File: src/rtl/r5fp_sqrt_round.sv
// Rounding/packing back end for the iterative square-root core: captures operand side-band on
// strobe_i, rounds the core's quotient on done_i and holds the result until the consumer takes it.
// Optional feature: define R5FP_SQRT_RMM_EN to give rnd_i=4 round-to-nearest, ties-away semantics.
module r5fp_sqrt_round #(
  parameter int unsigned FRAC_W = 23,
  parameter int unsigned EXP_W  = 8,
  parameter int unsigned W      = FRAC_W + 3
) (
  input  logic                      clk,
  input  logic                      reset,
  input  logic                      strobe_i,
  input  logic [EXP_W-1:0]          exp_i,
  input  logic                      spec_i,
  input  logic [EXP_W+FRAC_W:0]     spec_res_i,
  input  logic                      spec_nv_i,
  input  logic [2:0]                rnd_i,
  input  logic                      done_i,
  input  logic [W-1:0]              quo_i,
  input  logic [W-1:0]              rem_i,
  output logic                      ready_o,
  output logic [EXP_W+FRAC_W:0]     res_o,
  output logic                      nv_o,
  output logic                      nx_o,
  output logic                      valid_o,
  input  logic                      ready_i
);

  typedef enum logic [1:0] {StIdle, StWait, StFull} state_e;

  state_e                  state_q, state_d;
  logic [EXP_W-1:0]        exp_q, exp_d;
  logic                    spec_q, spec_d;
  logic [EXP_W+FRAC_W:0]   spec_res_q, spec_res_d;
  logic                    spec_nv_q, spec_nv_d;
  logic [2:0]              rnd_q, rnd_d;
  logic [EXP_W+FRAC_W:0]   res_q, res_d;
  logic                    nv_q, nv_d;
  logic                    nx_q, nx_d;
  logic                    valid_q, valid_d;

  logic                    guard, sticky, round_up, carry;
  logic [W-2:0]            mant_rnd;
  logic [EXP_W-1:0]        exp_rnd;
  logic [FRAC_W-1:0]       frac_rnd;

  // Rounding datapath on the live core outputs and the captured side-band.
  always_comb begin
    guard  = quo_i[1];
    sticky = quo_i[0] | (|rem_i);
    case (rnd_q)
      3'd1, 3'd2: round_up = 1'b0;
      3'd3:       round_up = guard | sticky;
`ifdef R5FP_SQRT_RMM_EN
      3'd4:       round_up = guard;
`endif
      default:    round_up = guard & (sticky | quo_i[2]);
    endcase
    mant_rnd = {1'b0, quo_i[W-1:2]} + {{(W-2){1'b0}}, round_up};
    // Integer part grew from 1 to 2: the fraction wrapped to zero.
    carry    = (mant_rnd[W-2:W-3] == 2'b10);
    exp_rnd  = exp_q + {{(EXP_W-1){1'b0}}, carry};
    frac_rnd = mant_rnd[FRAC_W-1:0];
  end

  always_comb begin
    state_d    = state_q;
    exp_d      = exp_q;
    spec_d     = spec_q;
    spec_res_d = spec_res_q;
    spec_nv_d  = spec_nv_q;
    rnd_d      = rnd_q;
    res_d      = res_q;
    nv_d       = nv_q;
    nx_d       = nx_q;
    valid_d    = valid_q;
    unique case (state_q)
      StIdle: begin
        if (strobe_i) begin
          exp_d      = exp_i;
          spec_d     = spec_i;
          spec_res_d = spec_res_i;
          spec_nv_d  = spec_nv_i;
          rnd_d      = rnd_i;
          state_d    = StWait;
        end
      end
      StWait: begin
        if (done_i) begin
          valid_d = 1'b1;
          state_d = StFull;
          if (spec_q) begin
            res_d = spec_res_q;
            nv_d  = spec_nv_q;
            nx_d  = 1'b0;
          end else begin
            res_d = {1'b0, exp_rnd, frac_rnd};
            nv_d  = 1'b0;
            nx_d  = guard | sticky;
          end
        end
      end
      StFull: begin
        if (ready_i) begin
          valid_d = 1'b0;
          state_d = StIdle;
        end
      end
      default: state_d = StIdle;
    endcase
  end

  always_ff @(posedge clk) begin
    if (reset) begin
      state_q    <= StIdle;
      exp_q      <= '0;
      spec_q     <= 1'b0;
      spec_res_q <= '0;
      spec_nv_q  <= 1'b0;
      rnd_q      <= '0;
      res_q      <= '0;
      nv_q       <= 1'b0;
      nx_q       <= 1'b0;
      valid_q    <= 1'b0;
    end else begin
      state_q    <= state_d;
      exp_q      <= exp_d;
      spec_q     <= spec_d;
      spec_res_q <= spec_res_d;
      spec_nv_q  <= spec_nv_d;
      rnd_q      <= rnd_d;
      res_q      <= res_d;
      nv_q       <= nv_d;
      nx_q       <= nx_d;
      valid_q    <= valid_d;
    end
  end

  assign ready_o = (state_q == StIdle);
  assign res_o   = res_q;
  assign nv_o    = nv_q;
  assign nx_o    = nx_q;
  assign valid_o = valid_q;

endmodule

File: config.mk
export PLATFORM = sky130hd
export DESIGN_NAME = r5fp_sqrt_round
export DESIGN_NICKNAME = d
export VERILOG_FILES = /design/src/rtl/r5fp_sqrt_round.sv
export SDC_FILE = /design/constraint.sdc
export NUM_CORES = 1
export LEC_CHECK = 0
export CORE_MARGIN = 8
export CORE_UTILIZATION = 45
export DETAILED_ROUTE_END_ITERATION = 16
export GPL_TIMING_DRIVEN = 0
export PLACE_DENSITY = 0.87
export SYNTH_ARGS = -nofsm -noshare
export SYNTH_HDL_FRONTEND = slang
export SYNTH_SLANG_ARGS = --single-unit
File: constraint.sdc
create_clock -name clk -period 5 [get_ports clk]
set_input_delay 1.25 -clock clk [delete_from_list [all_inputs] [get_ports clk]]
set_output_delay 1.25 -clock clk [all_outputs]
set_load 0.005 [all_outputs]
==> flow_summary.ini <==
[run_status]
status = finished, final reports clean

[placement]
globalplace.congestion = 0.8855
dp.cells = 733
dp_hpwl_um = 10580
port_buffers = 137
dpl_cell_area_mm2 = 0.005326

[timing]
max_slew_margin_pct = 53.17
maxClockFrequency_ghz = 0.2140
rsz0062_at_grt = false
tightest_slew_ns = 0.7024
skew_ns = 0.008642
period_minus_slack_ns = 4.674
fin_setup_tns_ns = 0
fin_crit_sh_pct = 93.47
drv_slew = 0
hold_violations = 0
setup_violations = 0

[global_routing]
grtUsageTotal_pct = 23.33
grt_max_degree = 13
top_usage_layer = met2
grt_use_met2_pct = 39.15
use_met3_pct = 6.365
use_met1_pct = 27.84
grt-ovfl-total = 0
first_global_vias = 4348
antenna_found_initial = 0
grt_pass1_wl_um = 21710

[detailed_routing]
drtPass1Iterations = 6
detail-route-antenna-nets = 0
wl_um = 13850
vias_per_cell = 5.732
via_count = 4282
wl_per_cell_um = 18.54
drt_iter0_markers = 305
drc = 0

[logic_synthesis]
synthArstFlopShare_pct = 0
synth_flop_cell = dfxtp_1
synth_area_leaders = dfxtp_1 43%, nand2_1 13%, a21oi_1 8.4%
postSynthCellCount = 491
yosys.area.top_type = dfxtp_1
synth-edff-count = 0
synth_most_common_cell = nand2_1
syn_area_mm2 = 0.003824
synth.top_cell.area_share_pct = 42.93
ys_ff_latch = 82
syn_area_per_cell_um2 = 7.788
yosysSeqAreaShare_pct = 42.93
synth_cell_types = 46
synth_nets = 597
synth_commonest_cells = 136 x nand2_1, 82 x dfxtp_1, 64 x a21oi_1, 29 x clkbuf_1, 25 x nand3_1
yosysWarnings = 0

[power]
switching_share_pct = 26.92
switching_power_mw = 0.3883
p_per_area_mw_per_mm2 = 262.3
seq_power_share_pct = 49.4
peakVddDrop_mv = 0.1678
p_int_mw = 1.054
leakage_nw = 1.891
comb_power_share_pct = 19.0
clkPwrFrac_pct = 31.6

[clocking]
cts_buffers = 9
cts_num_sinks = 82
cts_root_buf = clkbuf_8
h-tree-depth = 3
cts_setup_buffers = 0
cts.path.max_buffers = 2
cts_tree = yes
hold_buffers = 0
clk_pin_slew_ns = 0.08
postCtsResizedCells = 0
insertion_delay_ns = 0.35

[critical_path]
crit_fanout = 6
ff2ff_path_depth = 16
r2r-end = res_o[29]
r2r_start = rnd_q[0]
start_kind = input port
cp-end-kind = flop
crit_start = rem_i[10]
critPathCapture = res_o[29]
crit_required_ns = 5.28
worstSetupPathType = input port to flop
critPathArrivalTime_ns = 4.95
r2r_slack_ns = 1.44

[floorplanning]
die_h_um = 108.2
pin_count = 138
initial_core_util_pct = 46.54
row_count = 33
die_area_mm2 = 0.01170
die_w_um = 108.2
core_mm2 = 0.008217

[cells_and_area]
area_growth_pct = 43.85
diodes = 0
layout.cells.non_filler = 747
fillers = 693
final_util_pct = 66.94
design_area_mm2 = 0.005500
drive_gt1_share_pct = 4.517
nets = 745

[job]
maxCapViolCount = 0

[worst_hold_path]
holdCritPathClass = flop to flop
==> per-stage QoR <==
stage / power, mW / hold WS (ns) / worst slack [ns]
after global routing: 1.497 / 0.4791 / 0.04798
after global placement: 0.9874 / 0.4418 / 0.1888
after CTS: 1.441 / 0.4604 / 0.4005
after floorplan: 0.8354 / 0.4312 / 1.039
after detailed placement: 0.9974 / 0.4496 / 0.07244
final: 1.443 / 0.4596 / 0.3264
==> state kept, by name, summed over array words and instances (netlist names) <==
| register | count |
|---|---|
| res_o | 32 |
| spec_res_q | 32 |
| exp_q | 8 |
| rnd_q | 3 |
| state_q | 2 |
| nv_o | 1 |
| nx_o | 1 |
| spec_nv_q | 1 |
| spec_q | 1 |
| valid_o | 1 |
==> power groups by stage <==
stage	Combinational [mW]	Clock [mW]	Sequential [mW]
after global placement	0.262	0	0.725
final	0.274	0.456	0.713
after CTS	0.272	0.457	0.712
after global routing	0.297	0.483	0.717
after detailed placement	0.270	0	0.727
after floorplan	0.113	0	0.722
==> routing by layer <==
metal / vias to the layer above / wire, um
met2: 201 / 6743
met5: - / 0
met4: 0 / 416
li1: 1998 / -
met3: 44 / 1212
met1: 2039 / 5476
==> worst min-delay path by stage <==
| stage | start | endpoint | depth (start not counted) | slack (ns) |
|---|---|---|---|---|
| 6_report | res_o[30] | res_o[30] | 2 | 0.46 |
| 2_1_floorplan | spec_res_q[5] | spec_res_q[5] | 2 | 0.43 |
| 4_1_cts | res_o[30] | res_o[30] | 2 | 0.46 |
| 3_5_place_dp | res_o[30] | res_o[30] | 2 | 0.45 |
| 3_3_place_gp | res_o[2] | res_o[2] | 2 | 0.44 |
| 5_1_grt | res_o[30] | res_o[30] | 2 | 0.48 |
==> cell type report <==
type                            count  area (um2)  area share, %
Inverter                            2       7.507         0.1365
Tap cell                          105       131.4          2.389
Clock buffer                       11       131.4          2.389
Clock inverter                      3       42.54         0.7734
Timing Repair Buffer              137        1371          24.93
Sequential cell                    82        1642          29.85
Buffer                             33       127.6          2.320
Multi-Input combinational cell    374        2047          37.22
==> worst max-delay path, cell delays in order <==
cell and delay, ns:
clkdlybuf4s50_1 0.48, nor4_1 0.06, nand4_1 0.13, nor3_1 0.07, o21ai_0 0.16, ha_1 0.27
ha_1 0.24, nand3_1 0.25, nor4_2 0.33, nand4_1 0.20, nor3_1 0.35, ha_1 0.26
ha_1 0.19, and3_1 0.22, nand3_1 0.10, xnor2_1 0.15, nand2_1 0.07, a31oi_1 0.17
==> kinds of logic (layout without fill, tap and decap cells) <==
family	after synthesis	count (layout)	synth area share, %
AO/OA/AOI/OAI	114	114	17.70
XOR/XNOR	22	22	5.039
adder cells (fa/ha/maj)	4	4	1.309
buffers and inverters	35	186	3.534
flip-flops	82	82	42.93
multiplexers	8	8	2.094
AND/OR/NAND/NOR	226	226	27.39
==> layout by cell type, fill, tap and decap left out, types with 10 or more instances in the layout <==
cell and n:
a21oi_1 64, clkbuf_1 31, clkdlybuf4s50_1 137, dfxtp_1 82
nand2_1 136, nand3_1 25, nor2_1 17, o21ai_0 16
xnor2_1 10, xor2_1 12
No activity file was read; power rests on OpenSTA's default activity.
